$ cat src/rtl/odometer_meas_seq.sv
// odometer_meas_seq: trigger-driven stress/settle/measure sequencer for a ring-oscillator aging odometer.
// Counts synchronized ring-oscillator rising edges during the measurement window.
module odometer_meas_seq #(
    parameter int CNT_W = 16,
    parameter int DUR_W = 20
) (
    input  logic             clk_i,
    input  logic             reset_i,
    input  logic             meas_trig_i,
    input  logic             abort_i,
    input  logic [1:0]       ring_sel_i,
    input  logic             ac_dc_cfg_i,
    input  logic [DUR_W-1:0] stress_cycles_i,
    input  logic [3:0]       settle_cycles_i,
    input  logic [11:0]      meas_cycles_i,
    input  logic             rosc_stress_i,
    input  logic             rosc_ref_i,
    output logic             sel_inv_o,
    output logic             sel_nand_o,
    output logic             sel_nor_o,
    output logic             start_o,
    output logic             ac_dc_o,
    output logic             en_rosc_o,
    output logic             en_power_rosc_stress_o,
    output logic             meas_stress_o,
    output logic [CNT_W-1:0] cnt_stress_o,
    output logic [CNT_W-1:0] cnt_ref_o,
    output logic             busy_o,
    output logic             done_o,
    output logic             err_o
);
    typedef enum logic [2:0] {IDLE, STRESS, SETTLE, MEASURE, FIN} state_t;
    state_t state_q, state_d;
    logic [DUR_W-1:0] tmr_q, tmr_d, stress_q, stress_d, st_len;
    logic [3:0] settle_q, settle_d, se_len;
    logic [11:0] meas_q, meas_d, ms_len;
    logic [1:0] ring_q, ring_d;
    logic acdc_q, acdc_d, err_q, err_d, trig_prev_q, trig, legal, edge_s, edge_r;
    logic [2:0] syn_s_q, syn_r_q;
    logic [CNT_W-1:0] cnt_s_q, cnt_s_d, cnt_r_q, cnt_r_d;
    always_comb begin
        trig = state_q == IDLE && meas_trig_i && !trig_prev_q;
        legal = ring_sel_i != 2'd3;
        // in IDLE the phase lengths come straight from the inputs so the first phase can be chosen on the trigger edge
        st_len = state_q == IDLE ? stress_cycles_i : stress_q;
        se_len = state_q == IDLE ? settle_cycles_i : settle_q;
        ms_len = state_q == IDLE ? meas_cycles_i : meas_q;
        edge_s = syn_s_q[1] && !syn_s_q[2];
        edge_r = syn_r_q[1] && !syn_r_q[2];
        state_d = state_q;
        tmr_d = tmr_q - DUR_W'(1);
        stress_d = stress_q;
        settle_d = settle_q;
        meas_d = meas_q;
        ring_d = ring_q;
        acdc_d = acdc_q;
        err_d = err_q;
        cnt_s_d = (state_q == MEASURE && edge_s && !(&cnt_s_q)) ? cnt_s_q + CNT_W'(1) : cnt_s_q;
        cnt_r_d = (state_q == MEASURE && edge_r && !(&cnt_r_q)) ? cnt_r_q + CNT_W'(1) : cnt_r_q;
        if (abort_i) begin
            state_d = IDLE;
            cnt_s_d = '0;
            cnt_r_d = '0;
        end else begin
            unique case (state_q)
                IDLE: begin
                    if (trig && legal) begin
                        state_d = st_len != '0 ? STRESS : se_len != '0 ? SETTLE : ms_len != '0 ? MEASURE : FIN;
                        stress_d = stress_cycles_i;
                        settle_d = settle_cycles_i;
                        meas_d = meas_cycles_i;
                        ring_d = ring_sel_i;
                        acdc_d = ac_dc_cfg_i;
                        err_d = 1'b0;
                        cnt_s_d = '0;
                        cnt_r_d = '0;
                    end else if (trig) begin
                        err_d = 1'b1;
                    end
                end
                STRESS:  state_d = tmr_q != '0 ? STRESS : se_len != '0 ? SETTLE : ms_len != '0 ? MEASURE : FIN;
                SETTLE:  state_d = tmr_q != '0 ? SETTLE : ms_len != '0 ? MEASURE : FIN;
                MEASURE: state_d = tmr_q != '0 ? MEASURE : FIN;
                FIN:     state_d = IDLE;
                default: state_d = IDLE;
            endcase
        end
        if (state_d != state_q)
            tmr_d = state_d == STRESS ? st_len - DUR_W'(1) :
                    state_d == SETTLE ? DUR_W'(se_len) - DUR_W'(1) : DUR_W'(ms_len) - DUR_W'(1);
    end
    always_ff @(posedge clk_i) begin
        if (reset_i) begin
            state_q <= IDLE;
            tmr_q <= '0;
            stress_q <= '0;
            settle_q <= '0;
            meas_q <= '0;
            ring_q <= '0;
            acdc_q <= 1'b0;
            err_q <= 1'b0;
            trig_prev_q <= 1'b0;
            syn_s_q <= '0;
            syn_r_q <= '0;
            cnt_s_q <= '0;
            cnt_r_q <= '0;
        end else begin
            state_q <= state_d;
            tmr_q <= tmr_d;
            stress_q <= stress_d;
            settle_q <= settle_d;
            meas_q <= meas_d;
            ring_q <= ring_d;
            acdc_q <= acdc_d;
            err_q <= err_d;
            trig_prev_q <= meas_trig_i;
            syn_s_q <= {syn_s_q[1:0], rosc_stress_i};
            syn_r_q <= {syn_r_q[1:0], rosc_ref_i};
            cnt_s_q <= cnt_s_d;
            cnt_r_q <= cnt_r_d;
        end
    end
    assign busy_o = state_q != IDLE;
    assign done_o = state_q == FIN;
    assign err_o = err_q;
    assign sel_inv_o = busy_o && ring_q == 2'd0;
    assign sel_nand_o = busy_o && ring_q == 2'd1;
    assign sel_nor_o = busy_o && ring_q == 2'd2;
    assign ac_dc_o = busy_o && acdc_q;
    assign start_o = state_q == STRESS || state_q == MEASURE;
    assign en_rosc_o = start_o;
    assign en_power_rosc_stress_o = state_q == STRESS || state_q == SETTLE || state_q == MEASURE;
    assign meas_stress_o = state_q == SETTLE || state_q == MEASURE;
    assign cnt_stress_o = cnt_s_q;
    assign cnt_ref_o = cnt_r_q;
endmodule

$ cat config.mk
export PLATFORM = sky130hd
export DESIGN_NAME = odometer_meas_seq
export DESIGN_NICKNAME = d
export VERILOG_FILES = /design/src/rtl/odometer_meas_seq.sv
export SDC_FILE = /design/constraint.sdc
export NUM_CORES = 1
export LEC_CHECK = 0
export BUFFER_PORTS_ARGS = -buffer_cell sky130_fd_sc_hd__buf_4
export CAP_MARGIN = 5
export CORE_UTILIZATION = 53
export CTS_CLUSTER_DIAMETER = 120
export CTS_CLUSTER_SIZE = 28
export DETAILED_ROUTE_END_ITERATION = 16
export GPL_TIMING_DRIVEN = 1
export PLACE_DENSITY = 0.77
export SLEW_MARGIN = 20
export SYNTH_ARGS = -nofsm -noshare
export SYNTH_HDL_FRONTEND = slang
export SYNTH_SLANG_ARGS = --single-unit
$ cat constraint.sdc
create_clock -name clk_i -period 4.4 [get_ports clk_i]
set_input_delay 0.44 -clock clk_i [delete_from_list [all_inputs] [get_ports clk_i]]
set_output_delay 0.44 -clock clk_i [all_outputs]
set_load 0.01 [all_outputs]
==> metrics <==
r2r endpoint=tmr_q[11]; Core Util, Final=63.1%; Worst Path Required=4.66 ns; CTS tree=done; VDD IR max=205 uV; Fmax=245 MHz; Worst Max-Slew Pin Slew=0.717 ns; Final Max Tran Viols=0; status=complete, no violations; Final setup violation count=0; initial antenna violation count=0; Area after DPL=7240 um2; vias=6211; Clock Latency Late Sink=0.35 ns; Synth Warn #=0; DRT Pass-1 Iters=4; final wirelength=18000 um; Area Growth Syn to Fin=16.3%; initial drt markers=474; DP Wirelength=13600 um; post-route ant nets=0; TritonCTS Sinks=102; final total power=2.51 mW; Distinct cells, synth=90; Post-synth top flop=dfxtp_1; max-cap violations=0; RSZ-0062 raised after global routing=no; Total GRT Usage=29.0%; Post-Route Skew=0.00927 ns; CP Capture Type=flip-flop; layout cells sized above 1=20.3%; Worst Hold Depth=2; design area=7540 um2; crit-path max FO=34; # port buffers=87; minimum clock period=4.09 ns; critical path arrival=4.35 ns; Hold Path Class=in2reg; CTS Buffer Depth=2; number of flops mapped to enable cells by yosys=0; Slew headroom=50.9%; total gr overflow=0; LEAKAGE=2.94 nW; first-pass GRT wire length=29600 um; Die W=113 um; Cell Area, Synth=6490 um2; DP Worst Slack=0.309 ns; cts hold-fix bufs=0; FFs w/ async S/R, synth=0%; mean post-synth cell area=8.11 um2; clock-pin slew on the worst setup and hold paths=0.07 ns; largest net degree at the start of global routing=68; IO Pins=88; Mapped Nets=853; part of the cycle the worst path needs=92.9%; r2r setup slk=0.31 ns; vias per std cell=6.07; Initial Utilization=54.2%; vias in the first global route=5951; Crit Path Category=reg2reg; DRC Markers=0; synthesis-stage register bit count=102; PD cells=333 nW/um2; die area=12700 um2; H-tree Lvls=3; Final Hold Viols=0; CTS Buf Count=9; core box area=12000 um2; Setup crit start=state_q[2]; row count=40; r2r worst-path depth=11; Worst Setup EP=tmr_q[11]; Syn Inst Count=800; Ant. Diodes=0; min setup slack post-route=0.310 ns; worst reg2reg path startpoint=state_q[2]; RePlAce Congestion=0.960; fin nets=924; height of the die=113 um; CP Launch Type=flip-flop; Final TNS setup=0 ns; WL/cell=17.6 um; sequential share of the synthesized area=31.5%; clock root buffer=clkbuf_16
-- placed cells by master, fill, tap and decap left out, types with 7 or more instances in the layout --
| cell | Yosys | routed |
|---|---|---|
| nor3_1 | 45 | 45 |
| nand4_1 | 10 | 10 |
| mux2i_1 | 28 | 28 |
| xnor2_1 | 41 | 41 |
| a21oi_1 | 49 | 49 |
| nand3_1 | 21 | 21 |
| nor2_1 | 66 | 66 |
| nor2b_1 | 9 | 8 |
| and3_1 | 7 | 7 |
| o21ai_0 | 18 | 18 |
| clkbuf_16 | 0 | 9 |
| and4_1 | 7 | 7 |
| nor4_1 | 14 | 14 |
| a311oi_1 | 10 | 10 |
| or3_1 | 11 | 11 |
| nor3b_1 | 7 | 7 |
| nand2_1 | 126 | 126 |
| nand2b_1 | 9 | 9 |
| dfxtp_1 | 102 | 102 |
| buf_4 | 4 | 105 |
| ha_1 | 8 | 8 |
| xor2_1 | 36 | 36 |
-- layer usage --
metal | track usage (%) | share of wire (%)
met5 | 0 | 0
met4 | 10.6 | 1.7
met3 | 3.89 | 4.8
met2 | 50.6 | 48
met1 | 36.5 | 45
-- cell families after synthesis --
family	share of synthesized area, %
simple gates	30.9
mux	4.88
xor+xnor	10.4
flops	31.5
buf+inv	4.03
compound gates	16.8
fa+ha+maj	1.54
-- through the flow --
step / cells / hold WS, ns
floorplan: 800 / 0.414
global placement: 1007 / 0.437
detailed placement: 1007 / 0.435
CTS: 1023 / 0.303
finish: 1023 / 0.304
global route: 1023 / 0.300
-- timing repair --
item	4_1_cts	5_1_grt
hold endpoints to repair	0	0
buffers inserted	0	0
setup endpoints to repair	0	2
gates resized for setup	0	1
-- worst max-delay path, cell delays in order, from the launching register on --
cell and delay (ns):
dfxtp_1 0.42, nor3_4 0.38, buf_4 0.36, buf_4 0.45
inv_2 0.27, buf_4 0.29, nor3_1 0.21, o211ai_1 0.29
a2111oi_0 0.65, xnor2_1 0.24, a32oi_1 0.14, a221oi_1 0.27
-- area by class of cell --
type                    instances  area, um2
multi-input cells             644       4190
inverters                       9       33.8
fillers                      1110       4420
well taps                     147        184
flip-flops and latches        102       2040
clock buffers                  10        239
repair buffers                105        788
clock inverters                 6       67.6
-- state kept, by name, indices dropped and copies added (netlist names) --
signal and count:
acdc_q 1, cnt_ref_o 16, cnt_stress_o 16, err_o 1, meas_q 12, ring_q 2
settle_q 4, state_q 3, stress_q 20, syn_r_q 3, syn_s_q 3, tmr_q 20
trig_prev_q 1
-- cells in the mapped netlist, drive strengths merged (11+ instances only) --
cell type  instances  area (um2)
xnor2             41         359
clkbuf            24        90.1
nor4              18         138
nand2            128         490
a21oi             49         245
a311oi            11         103
or3               12        76.3
o21ai             19        98.9
dfxtp            102        2040
mux2i             29         294
nor3              47         258
nor2              67         254
xor2              36         315
buf               21         138
nand3             22         123
-- power by group --
part | internal [mW] | leakage [nW] | switching (mW)
registers | 0.984 | 0.830 | 0.0638
clock network | 0.461 | 0.151 | 0.365
logic | 0.274 | 1.96 | 0.364
total | 1.72 | 2.94 | 0.792
-- worst min-delay path by stage --
stage                from    endpoint  slack, ns
2_1_floorplan  syn_r_q[0]  syn_r_q[1]       0.41
3_3_place_gp   syn_s_q[0]  syn_s_q[1]       0.44
3_5_place_dp   syn_r_q[0]  syn_r_q[1]       0.43
4_1_cts        rosc_ref_i  syn_r_q[0]       0.30
5_1_grt        rosc_ref_i  syn_r_q[0]       0.30
6_report       rosc_ref_i  syn_r_q[0]       0.30
Note: power is estimated with default switching activity, not from simulation.
